<file path="src/rtl/mult_arbiter.sv">
// Round-robin arbiter that shares one fixed-latency pipelined 4x4 multiplier among
// four requesters. Results come back tagged with the requester index, in grant order.
module mult_arbiter #(
  parameter int LAT = 3
) (
  input  logic       clk,
  input  logic       rst,
  input  logic       en,
  input  logic [3:0] req,
  input  logic [3:0] a0,
  input  logic [3:0] a1,
  input  logic [3:0] a2,
  input  logic [3:0] a3,
  input  logic [3:0] b0,
  input  logic [3:0] b1,
  input  logic [3:0] b2,
  input  logic [3:0] b3,
  output logic [3:0] gnt,
  output logic [3:0] mul_a,
  output logic [3:0] mul_b,
  input  logic [7:0] mul_p,
  output logic       res_valid,
  output logic [1:0] res_id,
  output logic [7:0] res_p,
  output logic [3:0] inflight
);

  typedef struct packed {
    logic       valid;
    logic [1:0] id;
  } tag_t;

  logic [1:0] ptr_q, ptr_d;
  logic [3:0] mul_a_q, mul_a_d;
  logic [3:0] mul_b_q, mul_b_d;
  logic       res_valid_q;
  logic [1:0] res_id_q;
  logic [7:0] res_p_q;
  logic [3:0] inflight_q, inflight_d;
  tag_t       tag_q [LAT];

  logic       grant;
  logic [1:0] grant_id;
  logic [1:0] idx;
  logic [3:0] a_sel, b_sel;

  // NOTE: every variable driven here gets a default first, so no path leaves it
  // unassigned and no latch is inferred.
  always_comb begin
    grant    = 1'b0;
    grant_id = 2'd0;
    idx      = 2'd0;
    if (en && !rst) begin
      for (int k = 0; k < 4; k++) begin
        idx = ptr_q + 2'(k);
        if (!grant && req[idx]) begin
          grant    = 1'b1;
          grant_id = idx;
        end
      end
    end
  end

  assign gnt = grant ? (4'b0001 << grant_id) : 4'b0000;

  always_comb begin
    a_sel = a0;
    b_sel = b0;
    case (grant_id)
      2'd1:    begin a_sel = a1; b_sel = b1; end
      2'd2:    begin a_sel = a2; b_sel = b2; end
      2'd3:    begin a_sel = a3; b_sel = b3; end
      default: begin a_sel = a0; b_sel = b0; end
    endcase
  end

  always_comb begin
    ptr_d      = ptr_q;
    mul_a_d    = mul_a_q;
    mul_b_d    = mul_b_q;
    inflight_d = inflight_q;
    if (grant) begin
      ptr_d   = grant_id + 2'd1;
      mul_a_d = a_sel;
      mul_b_d = b_sel;
    end
    // An operation stays counted until the cycle its result strobe is visible ends.
    case ({grant, res_valid_q})
      2'b10:   inflight_d = inflight_q + 4'd1;
      2'b01:   inflight_d = inflight_q - 4'd1;
      default: inflight_d = inflight_q;
    endcase
  end

  // NOTE: sequential state uses non-blocking assignments only, so every flop
  // samples the pre-edge value of its neighbours (the tag shift depends on it).
  // NOTE: the tag pipeline is a handful of flops whose valid bits must clear on
  // reset to discard in-flight work, so the whole array is reset.
  always_ff @(posedge clk or posedge rst) begin
    if (rst) begin
      ptr_q       <= 2'd0;
      mul_a_q     <= 4'd0;
      mul_b_q     <= 4'd0;
      res_valid_q <= 1'b0;
      res_id_q    <= 2'd0;
      res_p_q     <= 8'd0;
      inflight_q  <= 4'd0;
      for (int i = 0; i < LAT; i++) begin
        tag_q[i] <= '0;
      end
    end else begin
      ptr_q      <= ptr_d;
      mul_a_q    <= mul_a_d;
      mul_b_q    <= mul_b_d;
      inflight_q <= inflight_d;
      tag_q[0]   <= grant ? tag_t'{valid: 1'b1, id: grant_id} : tag_t'{valid: 1'b0, id: 2'd0};
      for (int i = 1; i < LAT; i++) begin
        tag_q[i] <= tag_q[i-1];
      end
      res_valid_q <= tag_q[LAT-1].valid;
      res_id_q    <= tag_q[LAT-1].id;
      if (tag_q[LAT-1].valid) begin
        res_p_q <= mul_p;
      end
    end
  end

  assign mul_a     = mul_a_q;
  assign mul_b     = mul_b_q;
  assign res_valid = res_valid_q;
  assign res_id    = res_id_q;
  assign res_p     = res_p_q;
  assign inflight  = inflight_q;

endmodule

</file>
<file path="config.mk">
export PLATFORM = sky130hd
export DESIGN_NAME = mult_arbiter
export DESIGN_NICKNAME = d
export VERILOG_FILES = /design/src/rtl/mult_arbiter.sv
export SDC_FILE = /design/constraint.sdc
export NUM_CORES = 1
export LEC_CHECK = 0
export ABC_CLOCK_PERIOD_IN_PS = 2270
export BUFFER_PORTS_ARGS = -buffer_cell sky130_fd_sc_hd__buf_4
export CAP_MARGIN = 0
export CORE_UTILIZATION = 46
export CTS_CLUSTER_DIAMETER = 30
export CTS_CLUSTER_SIZE = 10
export DETAILED_ROUTE_END_ITERATION = 10
export PLACE_DENSITY = 0.75
export SLEW_MARGIN = 40
export SYNTH_ARGS = -nofsm -noshare
export SYNTH_HDL_FRONTEND = slang
export SYNTH_SLANG_ARGS = --single-unit
</file>
<file path="constraint.sdc">
create_clock -name clk -period 2.27 [get_ports clk]
set_clock_uncertainty 0.05 [all_clocks]
set_input_delay 0.454 -clock clk [delete_from_list [all_inputs] [get_ports clk]]
set_output_delay 0.454 -clock clk [all_outputs]
set_load 0.01 [all_outputs]
</file>
# Word-level counts from Yosys, hierarchy flattened
# Cells that the tools add are included.
[totals]
regBits = 34
output_inout_bits = 27
wordCells = 64
in_bits = 47
[classes]
n_mux = 26
add_sub_neg = 6
shifts = 1
n_eq_ne = 5
n_lt_le_gt_ge = 4
reduce_logical = 9
[op_table]
columns = ["cell", "count"]
rows = [
  ["one-hot mux 4 bit (3 select lines)", 2],
  ["< comparator 2 x 3 -> 1 bit (second input constant)", 4],
  ["2-to-1 mux 1 bit", 12],
  ["2-to-1 mux 2 bit", 5],
  ["binary-select mux 1 bit (select 2 bit)", 4],
  ["one-hot mux 4 bit (2 select lines)", 1],
  ["equality test 2 bit (second input constant)", 3],
  ["adder 2 x 1 -> 2 bit (second input constant)", 2],
  ["adder 2 bit (second input constant)", 2],
  ["adder 4 x 1 -> 4 bit (second input constant)", 1],
  ["equality test 2 x 1 -> 1 bit (second input constant)", 2],
  ["logical AND 1 bit", 4],
  ["logical NOT 1 bit", 4],
  ["2-to-1 mux 4 bit", 1],
  ["left shift 1 x 2 -> 4 bit (first input constant)", 1],
  ["subtractor 4 x 1 -> 4 bit (second input constant)", 1],
  ["2-to-1 mux 3 bit", 1],
  ["nonzero test 2 bit", 1],
]

# Depth between registers and ports, before layout
[depth]
word_depth = 18
ltp_mapped = 10
depth_no_buf = 9

# Worst setup path after synthesis
# Ideal clock, no wire load.
[synth_path]
path_type = "input -> register"
start = "input rst"
end = "register mul_a_q[1] (netlist: mul_a[1])"
path_stages = 10
t_arrival_ns = 2.064
setup_time_ns = 0.127
required_ns = 2.093
setup_slack_ns = 0.029
path_buffers = 1
path_cell_list = "and2b_1 o311a_1 o31a_1 inv_1 ha_1 clkbuf_1 a222oi_1 nor2_1 a21oi_1 o21ai_0"
[synth_via]
elab_chain_len = 5
elab_cells_between_ends = 8
cone_classes = "eq/ne: 3; mux: 3; reduce/logical: 2"
[synth_lines]
columns = ["item", "line_no", "text"]
rows = [
  ["start: declaration", "7", "input logic rst,"],
  ["logical NOT 1 bit (no source line) (*)", "-", ""],
  ["logical AND 1 bit (*)", "53", "if (en && !rst) begin"],
  ["2-to-1 mux 2 bit", "53", ""],
  ["equality test 2 bit or equality test 2 x 1 -> 1 bit (tied branches)", "69", "case (grant_id)"],
  ["one-hot mux 4 bit (3 select lines)", "69", ""],
  ["end signal: assignment", "113", "mul_a_q <= mul_a_d;"],
  ["end: declaration", "34", "logic [3:0] mul_a_q, mul_a_d;"],
]
# Every way passes the cells marked *; elsewhere a longest branch is shown, timed or not.
# A chain may end at the register's enable or synchronous reset.

# Worst setup path after layout
[layout_path]
start = "register ptr_q[1]"
end = "output gnt[1]"
[layout_via]
elab_chain_len = 18
elab_cells_between_ends = 32
cone_classes = "add/sub: 3; shift: 1; mux: 22; reduce/logical: 6"
[layout_lines]
columns = ["item", "line_no", "text"]
rows = [
  ["start: declaration", "33", "logic [1:0] ptr_q, ptr_d;"],
  ["start signal: assignment", "112", "ptr_q <= ptr_d;"],
  ["binary-select mux 1 bit (select 2 bit)", "56", "if (!grant && req[idx]) begin"],
  ["2-to-1 mux 1 bit (implied by the code)", "56", ""],
  ["2-to-1 mux 1 bit", "56", ""],
  ["2-to-1 mux 1 bit", "53", ""],
  ["logical NOT 1 bit", "56", ""],
  ["logical AND 1 bit", "56", ""],
  ["2-to-1 mux 1 bit", "56", ""],
  ["2-to-1 mux 1 bit", "53", ""],
  ["[... 2 more ...]", "-", ""],
  ["2-to-1 mux 1 bit", "56", ""],
  ["2-to-1 mux 1 bit", "53", ""],
  ["logical NOT 1 bit", "56", ""],
  ["logical AND 1 bit", "56", ""],
  ["2-to-1 mux 2 bit", "56", ""],
  ["2-to-1 mux 2 bit", "53", ""],
  ["left shift 1 x 2 -> 4 bit", "64", "assign gnt = grant ? (4'b0001 << grant_id) : 4'b0000;"],
  ["2-to-1 mux 4 bit (*)", "64", ""],
  ["end: declaration", "18", "output logic [3:0] gnt,"],
]
# Every way passes the cells marked *; elsewhere a longest branch is shown, timed or not. The select of a mux whose other input is x is not followed.

==> results.ini <==
[run_status]
status = complete, but fails checks
violations = negative setup slack

[final_layout]
nFillCells = 209
diodes = 0
regArea_sq_um = 853
finalCoreUtilization_pct = 78.0
layout-drive-gt1-share_pct = 54.2
multi_input_area_sq_um = 807
syn_to_final_growth_pct = 60.4
finalNonFillerCells = 297
fin_area_sq_um = 2640
nNetsFinal = 305

[floorplan]
core_area_sq_um = 3390
die_area_sq_um = 3830
die_height_um = 61.9
row_count = 21
ios = 74
die_x_um = 61.9
start_util_pct = 48.6

[setup_path]
path_cells = nand3b_1 > o21a_1 > nor2_2 > o211ai_1 > ha_2 > and2_4 > buf_6
path_class = reg2out
max_stage_delay_ns = 0.47
cp_slowest_cell = dfrtp_2
cp_top_family = simple AND/OR/NAND/NOR gates
cp_num_buf_inv = 1
worst_setup_path_end_kind = primary output
startpoint_type = flip-flop
critPathMaxFanout = 8
cp.required_ns = 1.77
arrival_ns = 2.05

[clock_network]
numCtsBuffers = 5
clockBufferDepth = 2
cts_hold_buf = 0
cts-root-buf = clkbuf_4
cts_tree = built
htree_levels = 2
insertion_delay_ns = 0.32
clock-sinks = 34
path_clk_slew_ns = 0.09

[global_route]
grt_pass1_vias = 1614
busiest_layer = met2
met2_usage_pct = 50.1
use_met3_pct = 6.21
grt_usage_pct = 26.9
grt_pass1_wl_mm = 7.25
grt_start_max_net_pins = 35
grt.met1_usage_pct = 26.9
antenna_found_initial = 0
globalRoute.totalOverflow = 0

[placed_design]
hpwl_mm = 2.81
gp_congestion = 0.794
place_ws_ns = -0.212
portBuffers = 73
placed_cells = 272
dpl_cell_area_sq_um = 2330

[logic_synthesis]
synth.avg_cell_area_sq_um = 11.1
synth_area_leaders = dfrtp_1, mux2_2, ha_1, a222oi_1, a21oi_1
async_flop_share_pct = 100
synth-edff-count = 0
ys_ff_latch = 34
netlist_area_sq_um = 1650
yosysSeqAreaShare_pct = 51.6
synth_area_leader_cell = dfrtp_1
synthCells = 149
synthTopCellsByCount = dfrtp_1, nand2_1, a21oi_1, nor2_1
synth_warnings = 0
yosysMostFrequentCell = dfrtp_1
synth_top_cell_area_share_pct = 51.6
ys_types = 32
synth_top_flop_cell = dfrtp_1
synth_fp_nets = 204

[drt]
post-route-drc-count = 0
wire_per_inst_um = 15.6
drtIter0Drc = 82
avgViaCountPerCell = 5.48
drtPass1Iterations = 6
vias = 1627
routed_wl_mm = 4.64
drtAntennaViolNets = 0

[pwr]
power.density_nw_per_um2 = 715
p_leak_uw = 0.00131
vdd_drop_max_mv = 0.342

[sta]
hold_viol = 0
fmax_ghz = 0.392
finalSetupTns_ns = -1.57
finalSetupViolCount = 12
relSlewSlack_pct = 71.7
slew_viol_final = 0
period_needed_ns = 2.55
rsz0062_at_grt = true
setup_ws_ns = -0.284
layout_worst_path_cycle_share_pct = 113
worst_pin_slew_ns = 0.425

[flow_run]
cap_violations = 0

[min_path]
holdCritPathClass = in2async

[through the flow]
step / hold slack (ns) / total power, uW
floorplan: 0.281 / 1100
global placement: 0.283 / 1370
detailed placement: 0.286 / 1400
CTS: 0.177 / 1860
global route: 0.209 / 2000
finish: 0.163 / 1890
[cell usage in the layout (no fill, tap or decap), drive strengths merged, types with 2 or more instances in the layout]
cell,n
buf,102
dfrtp,34
nand2,13
a21oi,13
nor2,12
mux2,9
o21ai,9
a222oi,8
ha,8
clkbuf,7
inv,6
xor2,4
and2,4
o31a,2
nand3b,2
nor4bb,2
o21a,2
o211a,2
[worst register-to-register path, cell delays in order (launching register included)]
cell and delay, ns:
dfrtp_2 0.47, nand3b_1 0.26, o21a_1 0.17, nor2_2 0.15
o211ai_1 0.17, ha_2 0.25, buf_6 0.13, a222oi_1 0.29
nor2_1 0.11, a21oi_2 0.16, o21ai_1 0.08
[metal layers]
layer | vias up | wire length [um]
li1 | 737 | -
met5 | - | 0
met2 | 96 | 2520
met1 | 776 | 1610
met3 | 18 | 319
met4 | 0 | 178
[repair_timing]
item	4_1_cts	5_1_grt
gates resized for setup	31	8
setup buffers	18	2
hold endpoints to repair	0	0
pin swaps	6	12
setup endpoints to repair	11	13
[cell families (layout without fill, tap and decap cells)]
| logic type | count (synthesis) | in the layout | synth area share [%] |
|---|---|---|---|
| xor gates and xnor gates | 5 | 5 | 2.66 |
| AOI/OAI and AO/OA | 42 | 42 | 18.5 |
| muxes | 10 | 10 | 6.76 |
| DFF | 34 | 34 | 51.6 |
| and+or+nand+nor | 36 | 36 | 10.9 |
| buffers and inverters | 14 | 116 | 3.57 |
| adders and majority gates | 8 | 8 | 6.07 |
[flip-flops by register name (all words and copies together) (netlist names)]
| name | flops |
|---|---|
| inflight | 4 |
| res_id | 2 |
| mul_b | 4 |
| res_p | 8 |
| mul_a | 4 |
| ptr_q | 2 |
| res_valid | 1 |
| tag_q | 9 |
[final cells by class]
type | instances | share of cell area, %
Inverter | 6 | 0.852
Sequential cell | 34 | 32.3
Tap cell | 46 | 2.18
Timing Repair Buffer | 102 | 31.3
Clock buffer | 7 | 1.70
Multi-Input combinational cell | 101 | 30.5
Clock inverter | 1 | 1.14
[path summary, 6_finish.rpt]
path | slack, ns | depth (start not counted) | startpoint | to
hold reg to reg | 0.31 | 0 | tag_q[3] | tag_q[0]
max in group asynchronous | 1.67 | 3 | rst | ptr_q[1]
setup reg to reg | -0.13 | 10 | ptr_q[1] | mul_a[3]
min in group clk | 0.30 | 2 | mul_p[6] | res_p[6]
setup / recovery | -0.28 | 7 | ptr_q[1] | gnt[1]
hold / removal | 0.16 | 3 | rst | mul_b[1]
[power by group]
| group | switching [uW] | internal (uW) |
|---|---|---|
| sequential | 108 | 716 |
| clock | 185 | 234 |
| combinational | 279 | 367 |
| total | 573 | 1320 |
No activity file was read; power rests on OpenSTA's default activity.
